==> src/rtl/clock_pkg.sv <==
// Shared mode encodings, BCD limits and the two-digit BCD increment used by the time chain.
package clock_pkg;

  typedef enum logic [1:0] {
    MODE_RUN     = 2'd0,
    MODE_SET_HR  = 2'd1,
    MODE_SET_MIN = 2'd2
  } mode_e;

  localparam logic [7:0] BCD_00 = 8'h00;
  localparam logic [7:0] BCD_01 = 8'h01;
  localparam logic [7:0] BCD_11 = 8'h11;
  localparam logic [7:0] BCD_12 = 8'h12;
  localparam logic [7:0] BCD_23 = 8'h23;
  localparam logic [7:0] BCD_59 = 8'h59;

  // Next BCD value: max wraps to min, a ones digit of 9 carries into tens.
  function automatic logic [7:0] bcd_next(input logic [7:0] v,
                                          input logic [7:0] max_v,
                                          input logic [7:0] min_v);
    if (v == max_v) return min_v;
    if (v[3:0] == 4'd9) return {v[7:4] + 4'd1, 4'd0};
    return {v[7:4], v[3:0] + 4'd1};
  endfunction

endpackage

==> src/rtl/bcd_mod_counter.sv <==
// Two-digit BCD counter running MIN..MAX; carry_c flags an increment that wraps.
module bcd_mod_counter
  import clock_pkg::*;
#(
  parameter logic [7:0] MAX = BCD_59,
  parameter logic [7:0] MIN = BCD_00,
  parameter logic [7:0] RST = MIN
) (
  input  logic       clk,
  input  logic       reset,
  input  logic       clr,
  input  logic       inc,
  output logic [7:0] value,
  output logic       carry_c
);

  assign carry_c = inc & (value == MAX);

  always_ff @(posedge clk or posedge reset) begin
    if (reset) begin
      value <= RST;
    end else if (clr) begin
      value <= RST;
    end else if (inc) begin
      value <= bcd_next(value, MAX, MIN);
    end
  end

endmodule

==> src/rtl/time_keeper.sv <==
// BCD hh:mm:ss keeper driven by the divider's tick level, with a button set mode.
// Define HOUR12_EN for 12-hour counting with a PM flag.
module time_keeper
  import clock_pkg::*;
#(
  parameter int unsigned TICKS_PER_SEC = 1
) (
  input  logic       clk,
  input  logic       reset,
  input  logic       tick_in,
  input  logic       btn_mode,
  input  logic       btn_inc,
  output logic [7:0] hour_bcd,
  output logic [7:0] min_bcd,
  output logic [7:0] sec_bcd,
  output logic [1:0] mode,
  output logic       sec_pulse,
  output logic       pm
);

  localparam int unsigned PRE_W = 10;
  localparam logic [PRE_W-1:0] PRE_LAST = PRE_W'(TICKS_PER_SEC - 1);

`ifdef HOUR12_EN
  localparam logic [7:0] HR_MAX = BCD_12;
  localparam logic [7:0] HR_MIN = BCD_01;
  localparam logic [7:0] HR_RST = BCD_12;
`else
  localparam logic [7:0] HR_MAX = BCD_23;
  localparam logic [7:0] HR_MIN = BCD_00;
  localparam logic [7:0] HR_RST = BCD_00;
`endif

  mode_e            state;
  logic             tick_prev;
  logic [PRE_W-1:0] presc;

  logic run_c, tick_edge_c, sec_event_c;
  logic sec_inc_c, min_inc_c, hr_inc_c, sec_clr_c;
  logic sec_carry_c, min_carry_c, day_wrap_unused;

  assign run_c       = (state == MODE_RUN);
  assign tick_edge_c = tick_in & ~tick_prev;
  assign sec_event_c = run_c & tick_edge_c & (presc == PRE_LAST);

  // Set-mode increments never carry; a simultaneous mode press drops the increment.
  assign sec_inc_c = sec_event_c;
  assign min_inc_c = (run_c & sec_carry_c) |
                     ((state == MODE_SET_MIN) & btn_inc & ~btn_mode);
  assign hr_inc_c  = (run_c & min_carry_c) |
                     ((state == MODE_SET_HR) & btn_inc & ~btn_mode);
  assign sec_clr_c = (state == MODE_SET_MIN) & btn_mode;

  bcd_mod_counter #(.MAX(BCD_59), .MIN(BCD_00), .RST(BCD_00)) u_sec (
    .clk(clk), .reset(reset), .clr(sec_clr_c), .inc(sec_inc_c),
    .value(sec_bcd), .carry_c(sec_carry_c)
  );

  bcd_mod_counter #(.MAX(BCD_59), .MIN(BCD_00), .RST(BCD_00)) u_min (
    .clk(clk), .reset(reset), .clr(1'b0), .inc(min_inc_c),
    .value(min_bcd), .carry_c(min_carry_c)
  );

  bcd_mod_counter #(.MAX(HR_MAX), .MIN(HR_MIN), .RST(HR_RST)) u_hour (
    .clk(clk), .reset(reset), .clr(1'b0), .inc(hr_inc_c),
    .value(hour_bcd), .carry_c(day_wrap_unused)
  );

  // Edge detect, prescaler, second pulse and mode FSM.
  always_ff @(posedge clk or posedge reset) begin
    if (reset) begin
      tick_prev <= 1'b0;
      presc     <= '0;
      sec_pulse <= 1'b0;
      state     <= MODE_RUN;
    end else begin
      tick_prev <= tick_in;
      sec_pulse <= sec_event_c;
      if (!run_c) begin
        presc <= '0;
      end else if (tick_edge_c) begin
        presc <= (presc == PRE_LAST) ? '0 : presc + PRE_W'(1);
      end
      if (btn_mode) begin
        case (state)
          MODE_RUN:     state <= MODE_SET_HR;
          MODE_SET_HR:  state <= MODE_SET_MIN;
          MODE_SET_MIN: state <= MODE_RUN;
          default:      state <= MODE_RUN;
        endcase
      end
    end
  end

  assign mode = state;

`ifdef HOUR12_EN
  // PM flips whenever the hour steps 11 -> 12, in RUN or SET_HR.
  always_ff @(posedge clk or posedge reset) begin
    if (reset) begin
      pm <= 1'b0;
    end else if (hr_inc_c && (hour_bcd == BCD_11)) begin
      pm <= ~pm;
    end
  end
`else
  assign pm = 1'b0;
`endif

endmodule

==> config.mk <==
export PLATFORM = sky130hd
export DESIGN_NAME = time_keeper
export DESIGN_NICKNAME = d
export VERILOG_FILES = /design/src/rtl/clock_pkg.sv /design/src/rtl/bcd_mod_counter.sv /design/src/rtl/time_keeper.sv
export SDC_FILE = /design/constraint.sdc
export NUM_CORES = 1
export LEC_CHECK = 0
export CORE_MARGIN = 1.5
export CORE_UTILIZATION = 39
export DETAILED_ROUTE_END_ITERATION = 10
export SKIP_CTS_REPAIR_TIMING = 1
export SYNTH_ARGS = -nofsm -noshare
export SYNTH_HDL_FRONTEND = slang
export SYNTH_SLANG_ARGS = --single-unit
==> constraint.sdc <==
create_clock -name clk -period 3.8 [get_ports clk]
set_input_delay 0.76 -clock clk [delete_from_list [all_inputs] [get_ports clk]]
set_output_delay 0.76 -clock clk [all_outputs]
set_load 0.02 [all_outputs]
==> results of run 1 <==
## metrics by stage
stage | hold WS (ns) | cells
6_report | 0.5122 | 337
5_1_grt | 0.5542 | 337
4_1_cts | 0.5097 | 337
3_5_place_dp | 0.4974 | 329
3_3_place_gp | 0.4857 | 329
2_1_floorplan | 0.4706 | 229
## worst register-to-register path, delay by kind of cell (launching register included)
family          cells  cell delay [ns]
flops               1             0.44
fa+ha+maj           1             0.17
compound gates      2             0.54
buf+inv             1             0.05
simple gates        2             0.86
## worst paths after layout
kind,start,endpoint,cells after the start
min reg2reg,presc[9],presc[9],1
min in group asynchronous,reset,presc[5],3
max reg2reg,u_hour.value[0],u_hour.value[4],6
min,presc[9],presc[9],1
max in group asynchronous,reset,u_hour.value[2],3
max,tick_in,u_min.value[3],7
## state kept, by name (all words and copies together) (netlist names)
name / cells
u_hour.value: 8
mode: 2
u_sec.value: 8
sec_pulse: 1
presc: 10
tick_prev: 1
u_min.value: 8
## where the power goes
group | switching, µW | internal (µW)
Combinational | 345 | 316
Sequential | 149 | 498
Clock | 147 | 183
Total | 641 | 997
## cells in the mapped netlist (all sizes together) (3+ instances only)
cell type	count	area (µm²)
a21oi	9	45.04
inv	16	60.05
o31ai	7	52.55
ha	14	175.2
nand3	13	65.06
and3	3	18.77
nand4	5	46.29
buf	4	31.27
and3b	3	26.28
a31oi	5	46.29
o21ai	23	118.9
nor2	17	63.81
nand3b	3	22.52
or4b	3	30.03
mux2	5	56.30
nand2	21	78.83
nor3	8	45.04
dfrtp	38	950.9
## cell families (layout without fill, tap and decap cells)
family / after synthesis / count (layout) / share of synthesized area (%)
multiplexers: 6 / 6 / 3.004
AO/OA/AOI/OAI: 54 / 54 / 15.48
adder cells (fa/ha/maj): 14 / 14 / 7.937
other: 1 / 1 / 0.1699
XOR/XNOR: 3 / 3 / 1.191
AND/OR/NAND/NOR: 92 / 92 / 24.83
flip-flops: 38 / 38 / 43.08
buffers and inverters: 21 / 57 / 4.307
## cells in the final DEF, fill, tap and decap left out, types with 2 or more instances in the layout
master and instances:
a21o_1 2, a21oi_1 9, a22o_1 2, a31oi_1 4, and2_1 2, and3_1 3, and3b_1 3, buf_4 2
clkbuf_8 8, clkdlybuf4s50_1 31, dfrtp_1 38, ha_1 14, inv_1 15, mux2_2 5, nand2_1 21, nand2b_1 2
nand3_1 13, nand3b_1 3, nand4_1 4, nor2_1 17, nor3_1 7, nor4b_4 2, o21ai_0 22, o31ai_1 7
or3_1 2, or4b_2 2, xnor2_1 2
## routing by layer
| layer | track usage (%) | vias to the layer above | wire, µm |
|---|---|---|---|
| met5 | 0 | - | 0 |
| met4 | 6.786 | 0 | 52 |
| met3 | 3.372 | 5 | 168 |
| met2 | 26.35 | 29 | 2044 |
| met1 | 21.42 | 859 | 2301 |
| li1 | - | 888 | - |
## cell type report
class | instances | area share, %
multi-input combinational | 170 | 43.04
clock buffer | 8 | 4.082
inverter | 16 | 2.226
sequential | 38 | 35.25
tap | 72 | 3.340
timing repair buffer | 33 | 12.06
==> results.ini, run 1 <==
[status]
status = completed

[critical_path]
cp-start-kind = input port
crit_path_top_delay_cell = or4b_1
required_ns = 4.03
cp_cell_sequence = clkdlybuf4s50_1 -> nor4b_4 -> nand4_4 -> inv_2 -> a31oi_4 -> or4b_1 -> nand3_1
worstPathMaxFanout = 10
path_buf_inv = 2
worstPathArrival_ns = 2.72
critPathTopFamily = simple AND/OR/NAND/NOR gates
slowest_delay_ns = 0.53
reg2reg_setup_slack_ns = 1.61
crit_type = in -> reg
endpoint_kind = register

[yosys]
netlist_area_um2 = 2207
yosysSeqAreaShare_pct = 43.08
synth_ff_type = dfrtp_1
synth_cell_types = 51
syn_inst = 229
yosysWarningCount = 0
ys_ff_latch = 38
syn_avg_cell_area_um2 = 9.638
synthArstFlopShare_pct = 100.0
syn_nets = 248
synth_edf_count = 0

[sta]
drv_slew = 0
finalCritPeriodShare_pct = 65.60
final-setup-viol-count = 0
grt_setup_unrepaired = no
final.setup.worst_slack_ns = 1.307
fin_skew_ns = 0.004268
slew_headroom_pct = 49.52
tns_ns = 0
final_hold_viol_count = 0
worstMarginPinSlew_ns = 0.7555
fmax_mhz = 401.2
fin_crit_ns = 2.493

[flow_run]
drv_cap = 0

[clock_network]
clk_latency_ns = 0.29
cts_tree = built
cts_root_buf = clkbuf_8
htreeDepth = 2
clock_path_buffers = 2
path_clk_slew_ns = 0.08
cts_buffers = 5
clock_sinks = 38

[final_layout]
drive_gt1_share_pct = 9.811
final_area_um2 = 2698
nets = 283
fillers = 552
utilization_pct = 49.29
areaGrowthSynthToFinish_pct = 22.22
seqCellArea_um2 = 950.9
n_antenna_cell = 0
multiInputGateArea_um2 = 1161

[place]
dp_slack_ns = 0.9877
routabilityCongestion = 0.7480
dpl_cell_area_um2 = 2587
port_buffers = 31
dpl.hpwl_mm = 3.183

[route]
via_per_inst = 5.285
dr.first_iter.drc_count = 78
drtAntennaViolNets = 0
drc = 0
vias = 1781
wl_per_cell_um = 13.55
first_pass_iters = 4
wl_mm = 4.566

[worst_hold_path]
hp-class = reg -> reg

[global_routing]
grtUsageTotal_pct = 16.37
grt_start_max_net_pins = 39
grt_pass1_wl_mm = 7.969
grt_overflow = 0
antenna_found_initial = 0
grt_pass1_vias = 1763

[floorplanning]
initial_core_util_pct = 40.33
row_count = 27
die_x_um = 78.23
core_area_um2 = 5473
die_area_um2 = 6120
die_y_um = 78.23
io_pins = 33

[power]
p_total_uw = 1639
vdd_drop_max_v = 0.0003337
powerDensity_nw_per_um2 = 607.5
power_leakage_uw = 0.001154

Power figures use the tool's default switching activity.
==> inputs of run 2 (changes only) <==
==> constraint.sdc (replaced) <==
create_clock -name clk -period 2.5 [get_ports clk]
set_input_delay 0.5 -clock clk [delete_from_list [all_inputs] [get_ports clk]]
set_output_delay 0.5 -clock clk [all_outputs]
set_load 0.02 [all_outputs]
==> run 2 against run 1 <==
Critical path depth is 1 lower. Sequential power up 50%. First-iteration DRC count increased by 5.1%. Power grew 53%. Routed wire length down 2.3%. Sequential share of layout area is 0.67 points lower. Global-route usage fell by 0.45 points. Flip-flop and latch count unchanged. Critical path type is now reg -> reg. Highest routed layer unchanged.
==> results.ini, run 2 (synthesis results as in run 1) <==
[clock_network]
clk_latency_ns = 0.29  ; about the same
cts_tree = built
cts_buffers = 5  ; unchanged
cts_root_buf = clkbuf_8
clock_sinks = 38  ; unchanged
clock_path_buffers = 2  ; unchanged
path_clk_slew_ns = 0.08  ; about the same
htreeDepth = 2  ; unchanged

[sta]
fin_skew_ns = 0.005300  ; +0.001031 ns
holdWs_ns = 0.5174  ; +0.005234 ns
drv_slew = 0  ; unchanged
fin_crit_ns = 2.216
grt_setup_unrepaired = no
final_hold_viol_count = 0  ; unchanged
tns_ns = 0  ; unchanged
worstMarginPinSlew_ns = 0.5319  ; -0.2237 ns
slew_headroom_pct = 64.24  ; +15 points
finalCritPeriodShare_pct = 88.65
final-setup-viol-count = 0  ; unchanged
fmax_mhz = 451.2

[place]
port_buffers = 31  ; unchanged
dpl.hpwl_mm = 3.161  ; -0.68%
routabilityCongestion = 0.7550  ; +0.94%

[critical_path]
cp-start-kind = register
crit_cells = 6  ; -1
worstPathArrival_ns = 2.38  ; -0.34 ns
slowest_delay_ns = 0.60  ; +0.07 ns
cp_cell_sequence = ha_1 -> inv_1 -> or4b_2 -> o31ai_1 -> and3_1 -> o21ai_0
reg2reg_from = u_hour.value[0]
path_buf_inv = 1  ; -1
r2r_cells = 6  ; unchanged
crit_type = reg -> reg
critPathTopFamily = simple AND/OR/NAND/NOR gates
worstPathMaxFanout = 6  ; -4
endpoint_kind = register
reg2reg_to = u_hour.value[4]
crit_start = u_hour.value[0]
required_ns = 2.66  ; -1.37 ns
reg2reg_setup_slack_ns = 0.28  ; -1.33 ns
crit_path_top_delay_cell = or4b_2

[floorplanning]
die_area_um2 = 6120  ; unchanged
die_y_um = 78.23  ; unchanged
initial_core_util_pct = 40.33  ; unchanged
die_x_um = 78.23  ; unchanged
row_count = 27  ; unchanged
core_area_um2 = 5473  ; unchanged
io_pins = 33  ; unchanged

[global_routing]
antenna_found_initial = 0  ; unchanged
grtUsageTotal_pct = 15.93  ; -0.45 points
grt_overflow = 0  ; unchanged
grt_pass1_vias = 1702  ; -3.5%
grt_start_max_net_pins = 39  ; unchanged
grt_pass1_wl_mm = 7.810  ; -2.0%

[final_layout]
mostFrequentLayoutCells = 38 x dfrtp_1, 31 x clkdlybuf4s50_1, 22 x o21ai_0, 21 x nand2_1, 17 x nor2_1
largest_reg_flops = 10  ; unchanged
final_common_cell = dfrtp_1
seqCellArea_um2 = 950.9  ; unchanged
areaGrowthSynthToFinish_pct = 24.60
drive_gt1_share_pct = 12.13  ; +2.3 points
top_register = presc
n_antenna_cell = 0  ; unchanged
multiInputGateArea_um2 = 1161  ; unchanged
nets = 290  ; +2.5%
fillers = 529  ; -4.2%

[flow_run]
drv_cap = 0  ; unchanged

[route]
via_per_inst = 5.256  ; -0.55%
dr.first_iter.drc_count = 82  ; +5.1%
first_pass_iters = 4  ; unchanged
wl_mm = 4.463  ; -2.3%
vias = 1808  ; +1.5%
drc = 0  ; unchanged
wl_per_cell_um = 12.97  ; -4.2%
drtAntennaViolNets = 0  ; unchanged

[worst_hold_path]
min_to = presc[9]
holdCritStartpoint = presc[9]
hold_depth = 1  ; unchanged
hp-class = reg -> reg

[status]
status = completed

[power]
vdd_drop_max_v = 0.0005105  ; +53%
powerDensity_nw_per_um2 = 913.3  ; +50%
power_leakage_uw = 0.001189  ; +3.0%

==> run 2: changes by cell type in the layout (fill, tap and decap cells not counted), sizes merged <==
cell | previous run | this run
buf | 2 | 9
==> run 2: how the worst max path moves through the flow <==
stage | endpoint
after CTS | u_hour.value[4]
after detailed placement | u_min.value[3]
after global routing | u_hour.value[4]
after global placement | u_min.value[3]
after floorplan | u_hour.value[5]
final | u_hour.value[4]
==> run 2: area by class of cell <==
type,count,area share [%]
Clock buffer,8,4.004
Inverter,16,2.184
Multi-Input combinational cell,170,42.22
Sequential cell,38,34.58
Tap cell,72,3.276
Timing Repair Buffer,40,13.74
==> run 2: metal layers <==
metal  GRT usage (%)  vias to the layer above  part of all wire [%]
met1           21.37                      862                    50
met3           3.837                        4                   3.7
met2           24.96                       30                    45
met5               0                        -                     0
met4           5.893                        0                  0.87
li1                -                      912                     -
==> run 2: metrics by stage <==
step	util (%)	instance area (µm²)	cells	setup WS, ns	total power (µW)
5_1_grt	50.25	2750	344	0.1577	2705
6_report	50.25	2750	344	0.2838	2512
2_1_floorplan	-	2207	229	0.4130	1599
3_5_place_dp	48.24	2640	336	0.09226	2038
3_3_place_gp	48.24	2640	336	0.1121	2035
4_1_cts	50.25	2750	344	0.2897	2546
==> run 2: power breakdown <==
| part | internal (µW) | switching (µW) |
|---|---|---|
| Sequential | 757 | 211 |
| Clock | 279 | 212 |
| Combinational | 506 | 547 |
==> run 2: worst reg2reg max path, delay by kind of cell, from the launching register on <==
family          cells  cell delay [ns]
buf+inv             1             0.06
simple gates        2             0.86
compound gates      2             0.56
flops               1             0.44
fa+ha+maj           1             0.17
==> inputs of run 3 (changes only) <==
--- a/config.mk
+++ b/config.mk
@@ -5,9 +5,9 @@
 export SDC_FILE = /design/constraint.sdc
 export NUM_CORES = 1
 export LEC_CHECK = 0
-export CORE_MARGIN = 1.5
-export CORE_UTILIZATION = 39
+export CORE_UTILIZATION = 50
 export DETAILED_ROUTE_END_ITERATION = 10
+export PLACE_DENSITY = 0.75
 export SKIP_CTS_REPAIR_TIMING = 1
 export SYNTH_ARGS = -nofsm -noshare
 export SYNTH_HDL_FRONTEND = slang
==> constraint.sdc (replaced) <==
create_clock -name clk -period 2.3 [get_ports clk]
set_input_delay 0.46 -clock clk [delete_from_list [all_inputs] [get_ports clk]]
set_output_delay 0.46 -clock clk [all_outputs]
set_load 0.02 [all_outputs]
==> run 3 against run 2 <==
First-iteration DRC count rose by 15%. Final cell count fell by 4.9%. Global-route usage rose by 5.9 points. Worst setup slack got worse by 0.061 ns. Critical path type unchanged. Critical endpoint unchanged. Largest cell class unchanged.
==> results.ini, run 3 (synthesis results as in run 1) <==
[status]
status = completed

[sta]
grt_setup_unrepaired = no
final-setup-viol-count = 0  ; unchanged
final_hold_viol_count = 0  ; unchanged
finalCritPeriodShare_pct = 90.31  ; +1.7 points
fmax_mhz = 481.4  ; +6.7%
fin_crit_ns = 2.077  ; -0.1390 ns
final.setup.worst_slack_ns = 0.2228  ; -0.06101 ns
drv_slew = 0  ; unchanged
fin_skew_ns = 0.005872  ; +0.0005722 ns

[floorplanning]
die_x_um = 68.44  ; -13%
die_area_um2 = 4684  ; -23%
row_count = 23  ; -15%
core_area_um2 = 4115  ; -25%
io_pins = 33  ; unchanged
initial_core_util_pct = 53.63  ; +13 points
die_y_um = 68.44  ; -13%

[final_layout]
top_register = presc
instances_no_fill = 327  ; -4.9%
utilization_pct = 66.43  ; +16 points
drive_gt1_share_pct = 13.00  ; +0.86 points
mostFrequentLayoutCells = 38 x dfrtp_1, 31 x clkdlybuf4s50_1, 22 x o21ai_0, 21 x nand2_1, 17 x nor2_1
n_antenna_cell = 0  ; unchanged
final_common_cell = dfrtp_1
areaGrowthSynthToFinish_pct = 23.87
nets = 296  ; +2.1%
largest_reg_flops = 10  ; unchanged

[critical_path]
reg2reg_from = presc[0]
reg2reg_to = u_hour.value[4]
cp-start-kind = register
worstPathArrival_ns = 2.25  ; -0.13 ns
r2r_cells = 9  ; +3
required_ns = 2.47  ; -0.19 ns
worstPathMaxFanout = 8  ; +2
crit_type = reg -> reg
reg2reg_setup_slack_ns = 0.22  ; -0.06 ns
crit_start = presc[0]
endpoint = u_hour.value[4]
endpoint_kind = register

[clock_network]
cts_buffers = 5  ; unchanged
htreeDepth = 2  ; unchanged
clk_latency_ns = 0.29  ; about the same
cts_tree = built
cts_root_buf = clkbuf_8
clock_sinks = 38  ; unchanged
clock_path_buffers = 2  ; unchanged
path_clk_slew_ns = 0.08  ; about the same

[power]
vdd_drop_max_v = 0.0005725  ; +12%
power_leakage_uw = 0.001199  ; +0.85%
powerDensity_nw_per_um2 = 982.4  ; +7.6%
p_total_uw = 2686  ; +6.9%

[global_routing]
antenna_found_initial = 0  ; unchanged
grt_pass1_vias = 1660  ; -2.5%
grtUsageTotal_pct = 21.80  ; +5.9 points
grt_pass1_wl_mm = 7.514  ; -3.8%
grt_start_max_net_pins = 39  ; unchanged
grt_overflow = 0  ; unchanged

[place]
dpl.hpwl_mm = 3.227  ; +2.1%
routabilityCongestion = 0.7850  ; +4.0%
dpl.cell_count = 320  ; -4.8%
port_buffers = 31  ; unchanged
dp_slack_ns = -0.05386  ; -0.1461 ns

[route]
first_pass_iters = 4  ; unchanged
dr.first_iter.drc_count = 94  ; +15%
drtAntennaViolNets = 0  ; unchanged
via_per_inst = 5.584  ; +6.2%
vias = 1826  ; +1.0%
wl_mm = 4.543  ; +1.8%
wl_per_cell_um = 13.89  ; +7.1%
drc = 0  ; unchanged

[worst_hold_path]
hp-class = reg -> reg

[flow_run]
drv_cap = 0  ; unchanged

-- run 3: cell count changes in the layout (fill, tap and decap cells not counted), sizes merged --
cell    previous run  this run
buf                9        15
clkbuf             8         7
-- run 3: power breakdown --
group / internal (µW) / switching [µW]
registers: 823 / 233
clock network: 209 / 236
logic: 577 / 608
total: 1610 / 1080
-- run 3: routing by layer --
layer  routed length, µm  GRT usage [%]  up-vias
li1                    -              -      915
met5                   0              0        -
met2                2085          34.19       28
met3                 138          4.500        8
met1                2241          28.84      875
met4                  78          9.375        0
-- run 3: stage by stage --
step,area [µm²],hold slack [ns],setup TNS (ns)
6_report,2734,0.5219,0
5_1_grt,2734,0.5364,0
4_1_cts,2734,0.5287,0
3_5_place_dp,2658,0.5193,-0.3660
3_3_place_gp,2658,0.5142,-0.03414
2_1_floorplan,2207,0.4706,0
-- run 3: worst min-delay path by stage --
stage / from / slack [ns] / depth (start not counted) / end
6_report: presc[9] / 0.52 / 1 / presc[9]
5_1_grt: presc[9] / 0.54 / 1 / presc[9]
4_1_cts: presc[9] / 0.53 / 1 / presc[9]
3_5_place_dp: presc[9] / 0.52 / 1 / presc[9]
3_3_place_gp: presc[9] / 0.51 / 1 / presc[9]
2_1_floorplan: presc[9] / 0.47 / 1 / presc[9]
-- run 3: critical path, stage by stage (launching register included) --
cell and delay (ns):
dfrtp_1 0.44, inv_1 0.08, ha_1 0.15, nor4b_4 0.34
nand4_4 0.14, buf_4 0.19, o21ai_2 0.19, buf_4 0.16
and3_1 0.18, o21ai_0 0.08
-- run 3: layout make-up --
class	instances	area, µm²
well taps	50	62.56
flip-flops and latches	38	950.9
fillers	346	1381
clock buffers	7	76.32
multi-input cells	170	1161
inverters	16	60.06
repair buffers	46	422.9
